File: src/rtl/spi_slave_if.sv
// Purpose : bundles the SPI pins and the fabric word handshake of spi_slave into one port.
// Latency : none, wires only.
// Backpressure : none; tx uses a valid/accept pulse and rx uses a valid level cleared by rx_ack.
// Ports   : ss/sck/mosi/miso/miso_oe (SPI pins), tx_data/tx_valid/tx_accept (word to send),
//           rx_data/rx_valid/rx_ack (received word), frame_err/rx_overrun (status pulses).
// Modports: slave = the responder block, master = the side that drives the pins and the fabric.
interface spi_slave_if #(
    parameter int WIDTH = 16
);
    logic             ss;
    logic             sck;
    logic             mosi;
    logic             miso;
    logic             miso_oe;
    logic [WIDTH-1:0] tx_data;
    logic             tx_valid;
    logic             tx_accept;
    logic [WIDTH-1:0] rx_data;
    logic             rx_valid;
    logic             rx_ack;
    logic             frame_err;
    logic             rx_overrun;

    modport slave (
        input  ss, sck, mosi, tx_data, tx_valid, rx_ack,
        output miso, miso_oe, tx_accept, rx_data, rx_valid, frame_err, rx_overrun
    );

    modport master (
        output ss, sck, mosi, tx_data, tx_valid, rx_ack,
        input  miso, miso_oe, tx_accept, rx_data, rx_valid, frame_err, rx_overrun
    );
endinterface

File: src/rtl/spi_slave.sv
// Purpose : SPI mode-0 responder (LSB first, SS#-framed) on clk; pins are synchronised, never used as clocks.
// Latency : rx word visible 1 clk after the final SCK rise is detected (SYNC_STAGES+1 clks after the pin edge).
// Backpressure : none on the pins; an unread rx word is overwritten, or kept when SPI_SLAVE_OVERRUN_EN is defined.
// Ports   : clk, reset_n (async, active low), bus (spi_slave_if.slave).
// Params  : WIDTH bits per frame, SYNC_STAGES synchroniser depth (2 or 3), IDLE_FILL word sent with no tx word.
// Macro   : SPI_SLAVE_OVERRUN_EN - keep the unread word and pulse rx_overrun instead of overwriting.
module spi_slave #(
    parameter int               WIDTH       = 16,
    parameter int               SYNC_STAGES = 2,
    parameter logic [WIDTH-1:0] IDLE_FILL   = {WIDTH{1'b1}}
) (
    input  logic       clk,
    input  logic       reset_n,
    spi_slave_if.slave bus
);
    localparam int CW = $clog2(WIDTH + 1);

    typedef enum logic [1:0] {
        IDLE,
        SHIFT,
        DONE
    } state_t;

    state_t state;
    state_t state_nxt;

    // Input synchronisers; SS# presets high and SCK low so reset never looks like a frame start.
    logic [SYNC_STAGES-1:0] ss_sync;
    logic [SYNC_STAGES-1:0] sck_sync;
    logic [SYNC_STAGES-1:0] mosi_sync;
    logic                   ss_q;
    logic                   sck_q;
    logic                   ss_s;
    logic                   sck_s;
    logic                   mosi_s;
    logic                   ss_fall;
    logic                   ss_rise;
    logic                   sck_rise;
    logic                   sck_fall;

    always_ff @(posedge clk or negedge reset_n) begin
        if (!reset_n) begin
            ss_sync   <= '1;
            sck_sync  <= '0;
            mosi_sync <= '0;
            ss_q      <= 1'b1;
            sck_q     <= 1'b0;
        end else begin
            ss_sync   <= {ss_sync[SYNC_STAGES-2:0], bus.ss};
            sck_sync  <= {sck_sync[SYNC_STAGES-2:0], bus.sck};
            mosi_sync <= {mosi_sync[SYNC_STAGES-2:0], bus.mosi};
            ss_q      <= ss_s;
            sck_q     <= sck_s;
        end
    end

    assign ss_s     = ss_sync[SYNC_STAGES-1];
    assign sck_s    = sck_sync[SYNC_STAGES-1];
    assign mosi_s   = mosi_sync[SYNC_STAGES-1];
    assign ss_fall  = ss_q & ~ss_s;
    assign ss_rise  = ~ss_q & ss_s;
    assign sck_rise = ~sck_q & sck_s;
    assign sck_fall = sck_q & ~sck_s;

    // Datapath registers
    logic [WIDTH-1:0] rx_sh;
    logic [WIDTH-1:0] tx_sh;
    logic [WIDTH-1:0] rx_nxt;
    logic [WIDTH-1:0] ld_word;
    logic [CW-1:0]    cnt;
    logic             miso_q;
    logic             tx_accept_q;
    logic [WIDTH-1:0] rx_data_q;
    logic             rx_valid_q;
    logic             frame_err_q;

    // Control strobes from the FSM
    logic load;
    logic rx_shift;
    logic tx_shift;
    logic commit;
    logic abort;

    assign rx_nxt  = {mosi_s, rx_sh[WIDTH-1:1]};
    assign ld_word = bus.tx_valid ? bus.tx_data : IDLE_FILL;

    always_ff @(posedge clk or negedge reset_n) begin
        if (!reset_n) begin
            state <= IDLE;
        end else begin
            state <= state_nxt;
        end
    end

    always_comb begin
        state_nxt = state;
        load      = 1'b0;
        rx_shift  = 1'b0;
        tx_shift  = 1'b0;
        commit    = 1'b0;
        abort     = 1'b0;
        unique case (state)
            IDLE: begin
                if (ss_fall) begin
                    // A rise seen with the SS# fall is bit 0 of this frame.
                    load      = 1'b1;
                    rx_shift  = sck_rise;
                    state_nxt = SHIFT;
                end
            end
            SHIFT: begin
                if (sck_rise && cnt == CW'(WIDTH - 1)) begin
                    // The last bit arrived, so a simultaneous SS# rise is a clean end, not an abort.
                    rx_shift  = 1'b1;
                    commit    = 1'b1;
                    state_nxt = ss_rise ? IDLE : DONE;
                end else if (ss_rise) begin
                    abort     = 1'b1;
                    state_nxt = IDLE;
                end else begin
                    rx_shift  = sck_rise;
                    tx_shift  = sck_fall;
                end
            end
            DONE: begin
                if (ss_rise) begin
                    state_nxt = IDLE;
                end
            end
            default: begin
                state_nxt = IDLE;
            end
        endcase
    end

`ifdef SPI_SLAVE_OVERRUN_EN
    logic rx_overrun_q;
`endif

    always_ff @(posedge clk or negedge reset_n) begin
        if (!reset_n) begin
            rx_sh        <= '0;
            tx_sh        <= '1;
            cnt          <= '0;
            miso_q       <= 1'b1;
            tx_accept_q  <= 1'b0;
            rx_data_q    <= '0;
            rx_valid_q   <= 1'b0;
            frame_err_q  <= 1'b0;
`ifdef SPI_SLAVE_OVERRUN_EN
            rx_overrun_q <= 1'b0;
`endif
        end else begin
            tx_accept_q <= load & bus.tx_valid;
            frame_err_q <= abort;
`ifdef SPI_SLAVE_OVERRUN_EN
            rx_overrun_q <= 1'b0;
`endif

            if (load) begin
                cnt <= rx_shift ? CW'(1) : '0;
            end else if (rx_shift) begin
                cnt <= cnt + 1'b1;
            end

            if (rx_shift) begin
                rx_sh <= rx_nxt;
            end

            if (load) begin
                tx_sh <= ld_word;
            end else if (tx_shift) begin
                tx_sh <= {1'b1, tx_sh[WIDTH-1:1]};
            end

            // MISO shows bit 0 straight away on load, the next bit after each fall,
            // and idles high once the frame has ended or been abandoned.
            if (load) begin
                miso_q <= ld_word[0];
            end else if (tx_shift) begin
                miso_q <= tx_sh[1];
            end else if (commit || abort) begin
                miso_q <= 1'b1;
            end

            // A completing frame beats a simultaneous rx_ack.
            if (commit) begin
`ifdef SPI_SLAVE_OVERRUN_EN
                if (rx_valid_q && !bus.rx_ack) begin
                    rx_overrun_q <= 1'b1;
                end else begin
                    rx_data_q  <= rx_nxt;
                    rx_valid_q <= 1'b1;
                end
`else
                rx_data_q  <= rx_nxt;
                rx_valid_q <= 1'b1;
`endif
            end else if (bus.rx_ack) begin
                rx_valid_q <= 1'b0;
            end
        end
    end

    assign bus.miso      = miso_q;
    assign bus.miso_oe   = ~ss_s;
    assign bus.tx_accept = tx_accept_q;
    assign bus.rx_data   = rx_data_q;
    assign bus.rx_valid  = rx_valid_q;
    assign bus.frame_err = frame_err_q;
`ifdef SPI_SLAVE_OVERRUN_EN
    assign bus.rx_overrun = rx_overrun_q;
`else
    assign bus.rx_overrun = 1'b0;
`endif
endmodule

File: src/flat_wrapper.sv
// flat-port wrapper written by rule: the top's interface ports become plain ports
module spi_slave_flat 
#(
    parameter int               WIDTH       = 16,
    parameter int               SYNC_STAGES = 2,
    parameter logic [WIDTH-1:0] IDLE_FILL   = {WIDTH{1'b1}}
)
  (clk, reset_n, bus_ss, bus_sck, bus_mosi, bus_tx_data, bus_tx_valid, bus_rx_ack, bus_miso, bus_miso_oe, bus_tx_accept, bus_rx_data, bus_rx_valid, bus_frame_err, bus_rx_overrun);
  spi_slave_if #(.WIDTH(WIDTH)) bus_i ();
  input  logic clk;
  input  logic reset_n;
  input wire logic [$bits(bus_i.ss)-1:0] bus_ss;
  input wire logic [$bits(bus_i.sck)-1:0] bus_sck;
  input wire logic [$bits(bus_i.mosi)-1:0] bus_mosi;
  input wire logic [$bits(bus_i.tx_data)-1:0] bus_tx_data;
  input wire logic [$bits(bus_i.tx_valid)-1:0] bus_tx_valid;
  input wire logic [$bits(bus_i.rx_ack)-1:0] bus_rx_ack;
  output wire logic [$bits(bus_i.miso)-1:0] bus_miso;
  output wire logic [$bits(bus_i.miso_oe)-1:0] bus_miso_oe;
  output wire logic [$bits(bus_i.tx_accept)-1:0] bus_tx_accept;
  output wire logic [$bits(bus_i.rx_data)-1:0] bus_rx_data;
  output wire logic [$bits(bus_i.rx_valid)-1:0] bus_rx_valid;
  output wire logic [$bits(bus_i.frame_err)-1:0] bus_frame_err;
  output wire logic [$bits(bus_i.rx_overrun)-1:0] bus_rx_overrun;
  assign bus_i.ss = bus_ss;
  assign bus_i.sck = bus_sck;
  assign bus_i.mosi = bus_mosi;
  assign bus_i.tx_data = bus_tx_data;
  assign bus_i.tx_valid = bus_tx_valid;
  assign bus_i.rx_ack = bus_rx_ack;
  assign bus_miso = bus_i.miso;
  assign bus_miso_oe = bus_i.miso_oe;
  assign bus_tx_accept = bus_i.tx_accept;
  assign bus_rx_data = bus_i.rx_data;
  assign bus_rx_valid = bus_i.rx_valid;
  assign bus_frame_err = bus_i.frame_err;
  assign bus_rx_overrun = bus_i.rx_overrun;
  spi_slave #(.WIDTH(WIDTH), .SYNC_STAGES(SYNC_STAGES), .IDLE_FILL(IDLE_FILL)) u_core (.clk(clk), .reset_n(reset_n), .bus(bus_i));
endmodule
File: config.mk
export PLATFORM = sky130hd
export DESIGN_NAME = spi_slave_flat
export DESIGN_NICKNAME = d
export VERILOG_FILES = /design/src/rtl/spi_slave_if.sv /design/src/rtl/spi_slave.sv /design/src/flat_wrapper.sv
export SDC_FILE = /design/constraint.sdc
export NUM_CORES = 1
export LEC_CHECK = 0
export ABC_AREA = 1
export BUFFER_PORTS_ARGS = -buffer_cell sky130_fd_sc_hd__buf_4
export CORE_MARGIN = 4
export CORE_UTILIZATION = 50
export DETAILED_ROUTE_END_ITERATION = 6
export PLACE_DENSITY = 0.81
export SLEW_MARGIN = 20
export SYNTH_ARGS = -nofsm -noshare
export SYNTH_HDL_FRONTEND = slang
export SYNTH_SLANG_ARGS = --single-unit
File: constraint.sdc
create_clock -name clk -period 1.82 [get_ports clk]
set_clock_uncertainty 0.15 [all_clocks]
set_input_delay 0.182 -clock clk [delete_from_list [all_inputs] [get_ports clk]]
set_output_delay 0.182 -clock clk [all_outputs]
set_load 0.02 [all_outputs]
==> results.md, run 1 <==
* Hold Path Class: input pin to register
* FF+latch count, synth at 65
* Power Internal at 2.91 mW
* Yosys cell types at 28
* Arr. time, crit path at 1.90 ns
* Drt pass-1 iters at 4
* CP required at 1.90 ns
* Ys async rst share at 1.00
* Area delta synth->final at 30.0%
* Worst-path fanout max at 5
* Clk network pwr share at 0.299
* Initial Util at 0.521
* # DRC at 0
* Die height at 84.0 um
* Fin. max-slew vios at 0
* Die ar. at 7050 um^2
* Synth Flop Type: dfrtp_1
* DR vias at 2260
* Layout Nets at 412
* Largest net degree at the start of global routing at 39
* Number of global-route vias before repair at 2261
* Setup Crit Path Kind: register to register
* Design Power at 4.12 mW
* Register share of total power at 0.485
* Core area at 5540 um^2
* First-pass GRT wire length at 9540 um
* Max-cap violations at 0
* Initial antenna violation count at 0
* Antenna cells at 0
* Avg Inst Size Synth at 9.10 um^2
* Setup crit end kind: register
* Routability cong. at 0.816
* Drt total wl at 5990 um
* Grt ovf at 0
* Port-buffer cells at 43
* Die width at 84.0 um
* Worst Setup Start Kind: register
* DR vias/cell at 4.87
* Average wire per standard cell at 12.9 um
* Dominant cell type by area after synthesis: dfrtp_1
* Compound-Gate Fraction of Synth Area at 0.0737
* Fmax at 0.551 GHz
* Area contributors post-synth: dfrtp_1 (40%), dfstp_2 (17%), nand2_1 (13%)
* Post-synth top cells: nand2_1 (98), dfrtp_1 (46), nor2_1 (42)
* CTS tree: yes
* CTS Sinks at 65
* Proportion of netlist area held by the largest area contributor at 0.399
* IO Pins at 45
* Num rows at 27
* Final worst setup slack at 0.00449 ns
* Switching share of power at 0.293
* Cells after Synth at 317
* Main combinational cell family by area after synthesis: simple AND/OR/NAND/NOR gates
* Skew-Pair Late Insertion Delay at 0.34 ns
* TritonCTS Buffers at 9
* Post-synth EDFFs at 0
* Sequential area share after synthesis at 0.572
* Crit path time final at 1.82 ns
* Combinational group share of total power at 0.216
* Placement Setup Slack at -0.0235 ns
* Count leader, synth: nand2_1
* Total track usage at 0.169
* Final HPWL DP at 3720 um
* Synth Area in Simple Gates at 0.260
* Setup_tns at 0 ns
* Yosys warning count at 0
* Syn_nets at 342
* P_sw at 1.21 mW
* PwrDens at 1100 nW/um^2
* Layout cell share with drive strength beyond 1 at 0.349
* Root buffer cell: clkbuf_8
* Clk pin slew, worst setup/hold paths at 0.07 ns
* Setup violations, final at 0
* Fin crit share at 0.998
* Pleak at 1.90 nW
* Mux cell area share after synthesis at 0
* Fill count at 437
* RSZ-0062 raised after global routing: yes
* H-tree lvl count at 3
* Status: finished clean
* Final Hold Viols at 0
* Routed Antenna Nets at 0
* Drt initial violations at 115
* Adder-Cell Fraction of Synth Area at 0.00867
* Synthesized area at 2890 um^2
* XOR/XNOR Fraction of Synth Area at 0.00304
* Peak VDD IR at 0.562 mV
* Clk buf depth at 2
[cells by family (layout without fill, tap and decap cells)]
| logic type | count (synthesis) | in the layout |
|---|---|---|
| flops | 65 | 65 |
| fa+ha+maj | 2 | 2 |
| other cells | 1 | 1 |
| xor+xnor | 1 | 1 |
| simple gates | 170 | 170 |
| compound gates | 33 | 33 |
| buf+inv | 45 | 120 |
[worst max-delay path, cell delays in order (launching register included)]
cell and delay, ns:
dfrtp_1 0.36, ha_2 0.19, nand2_1 0.05, nor2_1 0.11
ha_2 0.20, nand3_4 0.10, nand2_4 0.11, nand2_8 0.07
nand2_8 0.11, buf_6 0.13, nand2_2 0.04, nand2_1 0.05
inv_1 0.04
[cell type report]
class                      count  area, um^2  area share
clock buffer                  10         138      0.0367
sequential                    65        1650       0.440
tap                           72        90.1      0.0240
timing repair buffer          71         636       0.170
inverter                      33         124      0.0330
multi-input combinational    207        1040       0.279
clock inverter                 6        67.6      0.0180
[cells in the final DEF (no fill, tap or decap), drive strengths merged, types with 5 or more instances in the layout]
cell type    netlist  routed
nand2            103     103
buf               12      60
nor2              47      47
dfrtp             46      46
inv               33      33
o21ai             30      30
dfstp             19      19
nand3             14      14
clkbuf             0      12
dlygate4sd3        0       9
nand4              5       5
[power by group through the flow]
| stage | clock [mW] | sequential [mW] | combinational (mW) |
|---|---|---|---|
| after global placement | 0 | 2.00 | 0.772 |
| final | 1.23 | 2.00 | 0.890 |
| after CTS | 1.25 | 1.99 | 0.842 |
| after detailed placement | 0 | 2.01 | 0.804 |
| after floorplan | 0 | 1.99 | 0.586 |
| after global routing | 1.32 | 2.03 | 1.02 |
[final timing paths]
kind                            depth (start not counted)  slack [ns]                endpoint                 from
worst max-delay path                                   12       0.004           u_core.cnt[0]        u_core.cnt[1]
worst min-delay path                                    5        0.02        u_core.tx_sh[13]      bus_tx_data[13]
worst max register to register                         12       0.004           u_core.cnt[0]        u_core.cnt[1]
worst min register to register                          0        0.20     u_core.mosi_sync[1]  u_core.mosi_sync[0]
max in group asynchronous                               3        0.80         u_core.tx_sh[2]              reset_n
min in group asynchronous                               2        0.14  u_core.bus.rx_data[14]              reset_n
[metrics by stage]
stage	hold slack, ns	utilization	instances	cell area (um^2)
2_1_floorplan	-0.264	-	317	2890
3_3_place_gp	-0.0255	0.597	431	3310
3_5_place_dp	-0.0241	0.597	431	3310
4_1_cts	0.00211	0.652	457	3610
5_1_grt	0.0194	0.677	464	3750
6_report	0.0155	0.677	464	3750
[layer usage]
metal | global-route usage | up-vias | share of wire
li1 | - | 1117 | -
met1 | 0.193 | 1099 | 0.44
met2 | 0.286 | 37 | 0.51
met3 | 0.0563 | 7 | 0.039
met4 | 0.0789 | 0 | 0.010
met5 | 0 | - | 0
[repair_timing]
action                                 CTS  global route
hold buffers                             9             0
endpoints found under the hold margin   60             0
pin swaps                                1             5
gates resized for setup                  1            12
cloned                                   0             3
setup endpoints to repair               13            36
buffers inserted                         1             4
[flip-flops by register name (all words and copies together), names as in the netlist]
signal	flops
u_core.bus.rx_valid	1
u_core.cnt	5
u_core.rx_sh	15
u_core.sck_q	1
u_core.bus.tx_accept	1
u_core.bus.frame_err	1
u_core.tx_sh	15
u_core.bus.miso	1
u_core.mosi_sync	2
u_core.ss_q	1
u_core.bus.rx_data	16
u_core.state	2
u_core.ss_sync	2
u_core.sck_sync	2
Power figures use the tool's default switching activity.
==> run 2: changes to the inputs <==
--- a/config.mk
+++ b/config.mk
@@ -8,9 +8,9 @@
 export ABC_AREA = 1
 export BUFFER_PORTS_ARGS = -buffer_cell sky130_fd_sc_hd__buf_4
 export CORE_MARGIN = 4
-export CORE_UTILIZATION = 50
+export CORE_UTILIZATION = 56
 export DETAILED_ROUTE_END_ITERATION = 6
-export PLACE_DENSITY = 0.81
+export PLACE_DENSITY = 0.86
 export SLEW_MARGIN = 20
 export SYNTH_ARGS = -nofsm -noshare
 export SYNTH_HDL_FRONTEND = slang
==> constraint.sdc (replaced) <==
create_clock -name clk -period 2.03 [get_ports clk]
set_clock_uncertainty 0.15 [all_clocks]
set_input_delay 0.203 -clock clk [delete_from_list [all_inputs] [get_ports clk]]
set_output_delay 0.203 -clock clk [all_outputs]
set_load 0.02 [all_outputs]
==> run 2 against run 1 <==
Sequential power fell by 10%. Design area shrank 6.2%. Clock-buffer cell count is 1 higher. Hold slack gained 0.0033 ns. First-iteration DRC count grew 34%. Utilization is 4.9 points higher. Fmax is 8.0% lower. Die area is 9.7% lower. Critical path depth shrank 2. Worst setup slack better by 0.052 ns. Largest power group unchanged.
==> results.md, run 2 (synthesized netlist as in run 1, its figures left out) <==
* Status: finished clean
* DP Area at 3220 um^2
* # DRC at 0
* Design Area, Final at 3520 um^2
* Port-buffer cells at 43
* Crit path time final at 1.97 ns
* Layout cell share with drive strength beyond 1 at 0.312
* Max-cap violations at 0
* Least-Margin Pin Slew at 0.767 ns
* Initial Util at 0.595
* First-pass GRT wire length at 9870 um
* Drt total wl at 5620 um
* Clk buf depth at 2
* Drt pass-1 iters at 4
* Worst Setup Start Kind: register
* Final HPWL DP at 3590 um
* Most frequent cells in the layout: nand2_1 (98), buf_4 (50), dfrtp_1 (46), nor2_1 (42), inv_1 (29)
* Layout Nets at 398
* Number of global-route vias before repair at 2139
* Root buffer cell: clkbuf_8
* TritonCTS Buffers at 9
* Largest net degree at the start of global routing at 66
* Hold Path Class: input pin to register
* Commonest non-fill, non-tap cell in the layout: nand2_1
* Met3 global-route usage at 0.0406
* Fmax at 0.507 GHz
* Placement Setup Slack at 0.0309 ns
* Initial antenna violation count at 0
* Hold_ws at 0.0188 ns
* Met2 usage at 0.310
* Final Hold Viols at 0
* Worst-path fanout max at 29
* Area delta synth->final at 21.9%
* Total track usage at 0.203
* Placed cells at 419
* CTS Sinks at 65
* Final worst setup slack at 0.0565 ns
* IO Pins at 45
* Num rows at 25
* Fin. max-slew vios at 0
* Setup Crit Path Kind: register to register
* Fin crit share at 0.972
* Setup violations, final at 0
* Antenna cells at 0
* PwrDens at 1030 nW/um^2
* Grt ovf at 0
* Arr. time, crit path at 2.05 ns
* Busiest layer in global routing: met2
* Peak VDD IR at 0.527 mV
* Skew-Pair Late Insertion Delay at 0.34 ns
* DR vias at 2146
* Max reg flops at 16
* Die width at 79.8 um
* CTS tree: yes
* CP required at 2.10 ns
* Pleak at 1.81 nW
* Setup crit end kind: register
* Drt initial violations at 154
* Fill count at 360
* Routed Antenna Nets at 0
* Final std cells w/o fill at 445
* DR vias/cell at 4.82
* Die ar. at 6360 um^2
* Routability cong. at 0.777
* Average wire per standard cell at 12.6 um
* Max-slew headroom at 0.488
* Design Power at 3.62 mW
* Clk pin slew, worst setup/hold paths at 0.07 ns
* GR Util met1 at 0.271
* H-tree lvl count at 3
* Die height at 79.8 um
* Core area at 4850 um^2
## run 2: cell count changes in the layout (fill, tap and decap cells not counted), sizes merged
cell,change
clkbuf,-1
buf,-9
dlygate4sd3,-3
clkinv,-1
## run 2: cell type report
type | count | area (um^2) | share of cell area
inverter | 33 | 124 | 0.0352
tap | 67 | 83.8 | 0.0238
clock buffer | 11 | 141 | 0.0402
multi-input combinational | 207 | 1010 | 0.287
clock inverter | 5 | 55.1 | 0.0156
timing repair buffer | 57 | 455 | 0.129
sequential | 65 | 1650 | 0.469
## run 2: final timing paths
path                                     from  slack [ns]  depth (start not counted)                     end
max                             u_core.cnt[0]        0.06                         10   u_core.bus.rx_data[5]
min                            bus_tx_data[9]        0.02                          5         u_core.tx_sh[9]
max in group asynchronous             reset_n        0.90                          2  u_core.bus.rx_data[11]
max reg2reg                     u_core.cnt[0]        0.06                         10   u_core.bus.rx_data[5]
min reg2reg                u_core.sck_sync[0]        0.20                          0      u_core.sck_sync[1]
min in group asynchronous             reset_n        0.34                          2         u_core.rx_sh[4]
## run 2: repair_timing
action	CTS	global route
endpoints found under the setup margin	0	29
gates resized for setup	0	1
buffers inserted	0	4
hold buffers	6	0
endpoints found under the hold margin	51	0
## run 2: worst max-delay path, stage by stage (launching register included)
cell	delay (ns)
dfrtp_1	0.41
ha_1	0.22
nand2_1	0.07
nor2_1	0.12
ha_1	0.17
nand3_2	0.12
nor2_4	0.15
inv_1	0.10
buf_12	0.17
nand2_1	0.08
o21ai_1	0.08
## run 2: layer usage
metal,vias to the layer above,routed length [um]
met5,-,0
met1,995,2460
met3,14,241
met2,48,2780
met4,0,142
li1,1089,-
## run 2: where the power goes
part,total [mW],switching (mW),internal [mW]
clock network,1.08,0.481,0.596
logic,0.742,0.422,0.321
registers,1.80,0.149,1.65
total,3.62,1.05,2.56
## run 2: through the flow
stage	util	TNS [ns]
2_1_floorplan	-	0
3_3_place_gp	0.665	0
6_report	0.726	0
3_5_place_dp	0.665	0
4_1_cts	0.718	0
5_1_grt	0.726	-0.330
==> run 3: changes to the inputs <==
==> constraint.sdc (replaced) <==
create_clock -name clk -period 2.03 [get_ports clk]
set_clock_uncertainty 0.15 [all_clocks]
set_input_delay 0.1015 -clock clk [delete_from_list [all_inputs] [get_ports clk]]
set_output_delay 0.1015 -clock clk [all_outputs]
set_load 0.02 [all_outputs]
==> run 3 against run 2 <==
Utilization rose by 3.1 points. Critical endpoint unchanged. Wire length rose by 8.5%. Largest cell class unchanged. Non-clock buffer count rose by 15. Sequential share of layout area fell by 1.9 points.
==> results.md, run 3 (synthesized netlist as in run 1, its figures left out) <==
* FF-to-FF End: u_core.bus.rx_data[5]
* Arr. time, crit path at 2.05 ns
* Routed Antenna Nets at 0
* Worst hold start: bus_tx_valid
* FF-to-FF path depth at 10
* IO Pins at 45
* Total track usage at 0.214
* DR vias/cell at 4.88
* Worst setup path end: u_core.bus.rx_data[5]
* Die ar. at 6360 um^2
* CTS tree: yes
* Layout cell share with drive strength beyond 1 at 0.300
* Critical R2R Launch: u_core.cnt[0]
* CP required at 2.09 ns
* R2R Setup Slk at 0.04 ns
* Routability cong. at 0.777
* Drt total wl at 6100 um
* Placed cells at 419
* TritonCTS Buffers at 9
* Pleak at 1.87 nW
* Clk buf depth at 2
* Fin crit share at 0.980
* Initial Util at 0.595
* Worst-path fanout max at 29
* Largest net degree at the start of global routing at 66
* Core area at 4850 um^2
* Initial antenna violation count at 0
* Max-slew headroom at 0.487
* Worst Setup Start Kind: register
* Max-cap violations at 0
* Final Util at 0.757
* Status: finished clean
* Final Hold Viols at 0
* Crit path launch: u_core.cnt[0]
* Clk pin slew, worst setup/hold paths at 0.07 ns
* H-tree lvl count at 3
* Peak VDD IR at 0.553 mV
* Skew-Pair Late Insertion Delay at 0.34 ns
* DR vias at 2243
* Root buffer cell: clkbuf_8
* Setup Crit Path Kind: register to register
* Fin. max-slew vios at 0
* Average wire per standard cell at 13.3 um
* Grt ovf at 0
* Port-buffer cells at 43
* Fmax at 0.503 GHz
* Final HPWL DP at 3590 um
* Drt pass-1 iters at 4
* CTS Sinks at 65
* Setup violations, final at 0
* Area delta synth->final at 27.1%
* Antenna cells at 0
* Die height at 79.8 um
* Final std cells w/o fill at 460
* Design Power at 3.67 mW
* Least-Margin Pin Slew at 0.770 ns
* Hold Path Class: input pin to register
* Max reg flops at 16
* First-pass GRT wire length at 10300 um
* Setup crit end kind: register
* Number of global-route vias before repair at 2213
* Drt initial violations at 170
* Die width at 79.8 um
* Num rows at 25
* # DRC at 0
* Most frequent cells in the layout: nand2_1 (98), buf_4 (50), dfrtp_1 (46), nor2_1 (42), inv_1 (29)
* PwrDens at 1000 nW/um^2
* Commonest non-fill, non-tap cell in the layout: nand2_1
* Crit path time final at 1.99 ns
* Layout Nets at 413
-- run 3: power by group --
| group | internal (mW) | switching (mW) | leakage [nW] |
|---|---|---|---|
| Combinational | 0.339 | 0.446 | 0.959 |
| Sequential | 1.65 | 0.161 | 0.820 |
| Clock | 0.596 | 0.480 | 0.0953 |
-- run 3: critical path, cell delays in order, from the launching register on --
cell,delay [ns]
dfrtp_1,0.42
ha_1,0.22
nand2_1,0.07
nor2_1,0.12
ha_1,0.17
nand3_2,0.12
nor2_4,0.15
inv_1,0.10
buf_12,0.17
nand2_1,0.08
o21ai_1,0.08
-- run 3: what timing repair did --
action | CTS | global route
hold buffers | 21 | 0
endpoints found under the hold margin | 66 | 0
setup endpoints to repair | 0 | 28
gates resized for setup | 0 | 1
setup buffers | 0 | 4
-- run 3: layer usage --
layer	vias up	share of wire	GRT usage
li1	1119	-	-
met3	12	0.047	0.0406
met4	0	0.024	0.135
met1	1045	0.43	0.278
met2	67	0.50	0.329
met5	-	0	0
-- run 3: worst min-delay path by stage --
stage | to | slack, ns | cells after the start
5_1_grt | u_core.bus.tx_accept | 0.17 | 3
4_1_cts | u_core.bus.tx_accept | 0.1 | 3
3_3_place_gp | u_core.ss_sync[0] | 0.06 | 1
3_5_place_dp | u_core.ss_sync[0] | 0.06 | 1
2_1_floorplan | u_core.bus.frame_err | -0.34 | 0
6_report | u_core.bus.tx_accept | 0.12 | 3
-- run 3: layout make-up --
| class | instances | area, um^2 |
|---|---|---|
| Sequential cell | 65 | 1650 |
| Inverter | 33 | 124 |
| Clock inverter | 5 | 55.1 |
| Clock buffer | 11 | 141 |
| Fill cell | 325 | 1180 |
| Multi-Input combinational cell | 207 | 1010 |
| Tap cell | 67 | 83.8 |
| Timing Repair Buffer | 72 | 606 |
-- run 3: per-stage QoR --
stage,area [um^2],setup slack (ns),hold WS [ns],TNS (ns)
floorplan,2890,0.259,-0.344,0
global placement,3220,0.119,0.0612,0
detailed placement,3220,0.0309,0.0607,0
CTS,3630,0.00611,0.0953,0
global route,3670,-0.0618,0.174,-0.442
finish,3670,0.0415,0.116,0
